--- config.mk ---
export PLATFORM = sky130hd
export DESIGN_NAME = busca_instrucao_flat
export DESIGN_NICKNAME = d
export VERILOG_FILES = /design/src/rtl/busca_instrucao_if.sv /design/src/rtl/busca_instrucao.sv /design/src/flat_wrapper.sv
export SDC_FILE = /design/constraint.sdc
export NUM_CORES = 1
export LEC_CHECK = 0
export CAP_MARGIN = 5
export CORE_UTILIZATION = 30
export DETAILED_ROUTE_END_ITERATION = 10
export PLACE_DENSITY_LB_ADDON = 0.25
export SETUP_SLACK_MARGIN = 0.05
export SYNTH_ARGS = -nofsm -noshare
export SYNTH_HDL_FRONTEND = slang
export SYNTH_SLANG_ARGS = --single-unit
--- constraint.sdc ---
create_clock -name clk -period 1.7 [get_ports clk]
set_clock_uncertainty 0.15 [all_clocks]
set_input_delay 0.425 -clock clk [delete_from_list [all_inputs] [get_ports clk]]
set_output_delay 0.425 -clock clk [all_outputs]
set_load 0.005 [all_outputs]
--- src/rtl/busca_instrucao_if.sv ---
// rtl/busca_instrucao_if.sv - instruction memory fetch handshake (req/ack, addr/rdata)
interface busca_instrucao_if #(
  parameter int DATA_W = 16,
  parameter int ADDR_W = 8
);
  logic              mem_req;
  logic [ADDR_W-1:0] mem_addr;
  logic              mem_ack;
  logic [DATA_W-1:0] mem_rdata;

  modport master (
    output mem_req,
    output mem_addr,
    input  mem_ack,
    input  mem_rdata
  );

  modport slave (
    input  mem_req,
    input  mem_addr,
    output mem_ack,
    output mem_rdata
  );
endinterface

--- src/rtl/busca_instrucao.sv ---
// rtl/busca_instrucao.sv - instruction fetch/issue unit owning PC and IR
module busca_instrucao #(
  parameter int                DATA_W   = 16,
  parameter int                ADDR_W   = 8,
  parameter logic [ADDR_W-1:0] RESET_PC = '0,
  parameter logic [3:0]        HALT_OP  = 4'hF
) (
  input  logic              clk,
  input  logic              rst_n,
  busca_instrucao_if.master mem,
  output logic [DATA_W-1:0] instr,
  output logic [3:0]        opcode,
  output logic              instr_valid,
  input  logic              EscCP,
  input  logic              EscCondCP,
  input  logic [1:0]        FonteCP,
  input  logic              zero,
  input  logic [ADDR_W-1:0] ula_result,
  input  logic              stall,
  output logic [ADDR_W-1:0] pc,
  output logic              halted
);

  typedef enum logic [2:0] {
    S_IDLE,
    S_FETCH,
    S_ISSUE,
    S_EXEC,
    S_HALT
  } state_t;

  state_t            state_q, state_d;
  logic [ADDR_W-1:0] pc_q, pc_d;
  logic [DATA_W-1:0] ir_q, ir_d;
  logic [ADDR_W-1:0] pc_inc;
  logic [ADDR_W-1:0] next_src;

  always_ff @(posedge clk or negedge rst_n) begin
    if (!rst_n) begin
      state_q <= S_IDLE;
      pc_q    <= RESET_PC;
      ir_q    <= '0;
    end else begin
      state_q <= state_d;
      pc_q    <= pc_d;
      ir_q    <= ir_d;
    end
  end

  assign pc_inc = pc_q + ADDR_W'(1);

  // Reserved source 11 falls back to sequential execution.
  always_comb begin
    next_src = pc_inc;
    case (FonteCP)
      2'b01:   next_src = ula_result;
      2'b10:   next_src = ir_q[ADDR_W-1:0];
      default: next_src = pc_inc;
    endcase
  end

  always_comb begin
    state_d = state_q;
    pc_d    = pc_q;
    ir_d    = ir_q;
    case (state_q)
      S_IDLE:  state_d = S_FETCH;
      S_FETCH: begin
        if (mem.mem_ack) begin
          ir_d    = mem.mem_rdata;
          state_d = S_ISSUE;
        end
      end
      S_ISSUE: state_d = (ir_q[DATA_W-1 -: 4] == HALT_OP) ? S_HALT : S_EXEC;
      S_EXEC: begin
        if (!stall) begin
          state_d = S_FETCH;
          // Conditional write takes priority; a not-taken branch still advances.
          if (EscCondCP)
            pc_d = zero ? next_src : pc_inc;
          else if (EscCP)
            pc_d = next_src;
        end
      end
      S_HALT:  state_d = S_HALT;
      default: state_d = S_IDLE;
    endcase
  end

  assign mem.mem_req  = (state_q == S_FETCH);
  assign mem.mem_addr = pc_q;
  assign instr        = ir_q;
  assign opcode       = ir_q[DATA_W-1 -: 4];
  assign instr_valid  = (state_q == S_ISSUE);
  assign halted       = (state_q == S_HALT);
  assign pc           = pc_q;

endmodule

--- src/flat_wrapper.sv ---
// flat-port wrapper written by rule: the top's interface ports become plain ports
module busca_instrucao_flat 
#(
  parameter int                DATA_W   = 16,
  parameter int                ADDR_W   = 8,
  parameter logic [ADDR_W-1:0] RESET_PC = '0,
  parameter logic [3:0]        HALT_OP  = 4'hF
)
  (clk, rst_n, instr, opcode, instr_valid, EscCP, EscCondCP, FonteCP, zero, ula_result, stall, pc, halted, mem_mem_req, mem_mem_addr, mem_mem_ack, mem_mem_rdata);
  busca_instrucao_if #(.DATA_W(DATA_W), .ADDR_W(ADDR_W)) mem_i ();
  input  logic clk;
  input  logic rst_n;
  output logic [DATA_W-1:0] instr;
  output logic [3:0] opcode;
  output logic instr_valid;
  input  logic EscCP;
  input  logic EscCondCP;
  input  logic [1:0] FonteCP;
  input  logic zero;
  input  logic [ADDR_W-1:0] ula_result;
  input  logic stall;
  output logic [ADDR_W-1:0] pc;
  output logic halted;
  output wire logic [$bits(mem_i.mem_req)-1:0] mem_mem_req;
  output wire logic [$bits(mem_i.mem_addr)-1:0] mem_mem_addr;
  input wire logic [$bits(mem_i.mem_ack)-1:0] mem_mem_ack;
  input wire logic [$bits(mem_i.mem_rdata)-1:0] mem_mem_rdata;
  assign mem_mem_req = mem_i.mem_req;
  assign mem_mem_addr = mem_i.mem_addr;
  assign mem_i.mem_ack = mem_mem_ack;
  assign mem_i.mem_rdata = mem_mem_rdata;
  busca_instrucao #(.DATA_W(DATA_W), .ADDR_W(ADDR_W), .RESET_PC(RESET_PC), .HALT_OP(HALT_OP)) u_core (.clk(clk), .rst_n(rst_n), .mem(mem_i), .instr(instr), .opcode(opcode), .instr_valid(instr_valid), .EscCP(EscCP), .EscCondCP(EscCondCP), .FonteCP(FonteCP), .zero(zero), .ula_result(ula_result), .stall(stall), .pc(pc), .halted(halted));
endmodule
==> impl_metrics.tcl <==
set metrics [dict create \
    yosys.cell_types.count 42 \
    ios 72 \
    die_area_um2 5480 \
    antenna_found_initial 0 \
    clockRootBuffer "clkbuf_8" \
    ys_seq_area_frac 0.434 \
    track_usage 0.183 \
    clock_latency_ns 0.27 \
    synth_top_area_frac 0.434 \
    dp_slack_ns -0.536 \
    fin_setup_tns_ns -0.124 \
    maxCapViolCount 0 \
    routed_via_density 4.85 \
    synth_ff_type "dfrtp_1" \
    drive_gt1_frac 0.469 \
    critPathArrivalTime_ns 1.25 \
    syn_area_per_cell_um2 11.7 \
    post-route-drc-count 0 \
    clk_path_buf_depth 2 \
    grt_max_degree 28 \
    path_class "reg -> out" \
    antenna_cells 0 \
    end_kind "output port" \
    drtIter0Drc 32 \
    slowest_delay_ns 0.40 \
    cp.required_ns 1.12 \
    cp_max_fo 3 \
    ir_drop_mv 0.723 \
    ff2ff_path_depth 8 \
    overflow 0 \
    cts.sinks 27 \
    violations "negative setup slack" \
    power_mw 4.34 \
    worst_pin_slew_ns 0.342 \
    dp.cells 271 \
    layout.nets 291 \
    grt_pass1_vias 1576 \
    startpoint_type "flop" \
    dieWidth_um 74.1 \
    cp_cell_sequence "buf_6 > and2b_2 > nor2b_4 > buf_2" \
    hold_viol_final 0 \
    die_h_um 74.1 \
    vias 1558 \
    wirelength_um 4830 \
    regToRegSetupSlack_ns 0.04 \
    hp-class "in -> async" \
    dp_hpwl_um 3010 \
    core_area_um2 4850 \
    htree_levels 1 \
    synth.most_common_cell "dfrtp_1" \
    synth-async-reset-ratio 1.00 \
    fin_crit_ns 1.82 \
    syn_area_um2 1560 \
    reg2reg_to "u_core.state_q[1]" \
    synth_edf_count 0 \
    yosys-top-cells-count "dfrtp_1, buf_4, mux2_4" \
    initial_core_util 0.321 \
    status "finished, violations left" \
    finalSetupViolations 1 \
    stdcell_count 321 \
    cts_tree "yes" \
    clk_pin_slew_ns 0.10 \
    post_dp_cell_area_um2 2380 \
    crit_slowest_cell "dfrtp_1" \
    wl_per_cell_um 15.0 \
    antenna_left 0 \
    rsz0062_at_grt "yes" \
    layout_setup_ws_ns -0.124 \
    port_buffers 71 \
    p_leak_nw 1.36 \
    fin_crit_sh 1.07 \
    synth_nets 169 \
    nFillCells 397 \
    cp.buffers_inverters 2 \
    rows 25 \
    first_pass_iters 4 \
    yosysTopAreaCell "dfrtp_1" \
    reg2reg_from "u_core.state_q[1]" \
    yosys_register_bits 27 \
    maxSlewHeadroom 0.772 \
    critical_path.top_delay_family "flip-flops" \
    syn2layout_area_growth_pct 86.4 \
    syn-instance-count 133 \
    ctsHoldBuffers 0 \
    grt_first_pass_wirelength_um 7530 \
    power.density_nw_per_um2 1490 \
    synthTopCellsByArea "dfrtp_1, mux2_4, buf_4" \
    max_freq_ghz 0.548 \
    drv_slew 0 \
    numCtsBuffers 3 \
    worstSetupPathDepth 4 \
    synth_warnings 0 \
    final_area_um2 2900 \
    gp_routability_congestion 0.759 \
]
sequential cells by signal (all words and copies together), names as in the netlist:
name	flops
u_core.state_q	3
u_core.mem.mem_addr	8
u_core.instr	16
metal layers:
metal  vias up  share of wire  GRT usage
met1       764           0.43      0.224
met4         0          0.011     0.0556
met3         6          0.061     0.0285
li1        721              -          -
met5         -              0          0
met2        67           0.50      0.329
placed cells by master (no fill, tap or decap), drive strengths merged, types with 2 or more instances in the layout:
master         count
buf               66
clkdlybuf4s50     28
dlygate4sd2       28
dfrtp             27
mux2              17
clkdlybuf4s15      9
o21ai              9
a22o               7
nor2               6
a21oi              5
nand2              4
nor2b              4
o22ai              4
clkbuf             3
a2bb2oi            3
nand3              3
ha                 3
and3               3
nand2b             2
or2                2
a22oi              2
dlymetal6s2s       2
inv                2
o21a               2
a221oi             2
timing repair:
action                     in CTS  in global routing
setup endpoints to repair      63                 31
gates cloned                    2                  0
pin swaps                       7                  4
buffers inserted               38                  6
gates resized for setup        82                 22
report_power, final:
part | switching (mW) | total [mW] | internal (mW)
registers | 0.200 | 1.15 | 0.954
logic | 0.991 | 2.81 | 1.82
clock network | 0.212 | 0.377 | 0.165
final cells by class:
cell class	count	area, µm²	share of cell area
Inverter	2	7.51	0.00259
Multi-Input combinational cell	88	900	0.310
Clock buffer	3	41.3	0.0142
Tap cell	67	83.8	0.0289
Sequential cell	27	679	0.234
Timing Repair Buffer	133	1190	0.409
Clock inverter	1	5.00	0.00172
metrics by stage:
step | util | hold WS [ns]
floorplan | - | -0.0206
global placement | 0.491 | 0.341
detailed placement | 0.491 | 0.344
CTS | 0.578 | 0.368
global route | 0.599 | 0.388
finish | 0.599 | 0.366
worst reg2reg max path, stage by stage, from the launching register on:
cell     delay, ns
dfrtp_1       0.40
buf_6         0.13
and2b_2       0.20
buf_4         0.13
buf_4         0.12
buf_4         0.12
nor2b_1       0.12
a21oi_1       0.13
nor2_1        0.06
logic make-up after synthesis:
| logic type | after synthesis | synth area share |
|---|---|---|
| compound gates | 38 | 0.178 |
| simple gates | 28 | 0.125 |
| flops | 27 | 0.434 |
| buf+inv | 19 | 0.0851 |
| fa+ha+maj | 3 | 0.0241 |
| mux | 18 | 0.153 |
how the worst max path moves through the flow:
stage                                  from                     end  slack, ns
after floorplan                  FonteCP[0]  u_core.mem.mem_addr[1]       0.08
after global placement           FonteCP[0]  u_core.mem.mem_addr[7]      -0.44
after detailed placement         FonteCP[0]  u_core.mem.mem_addr[6]      -0.54
after CTS                 u_core.state_q[0]             instr_valid      -0.11
after global routing      u_core.state_q[0]             instr_valid      -0.19
final                     u_core.state_q[0]             instr_valid      -0.12
No activity file was read; power rests on OpenSTA's default activity.
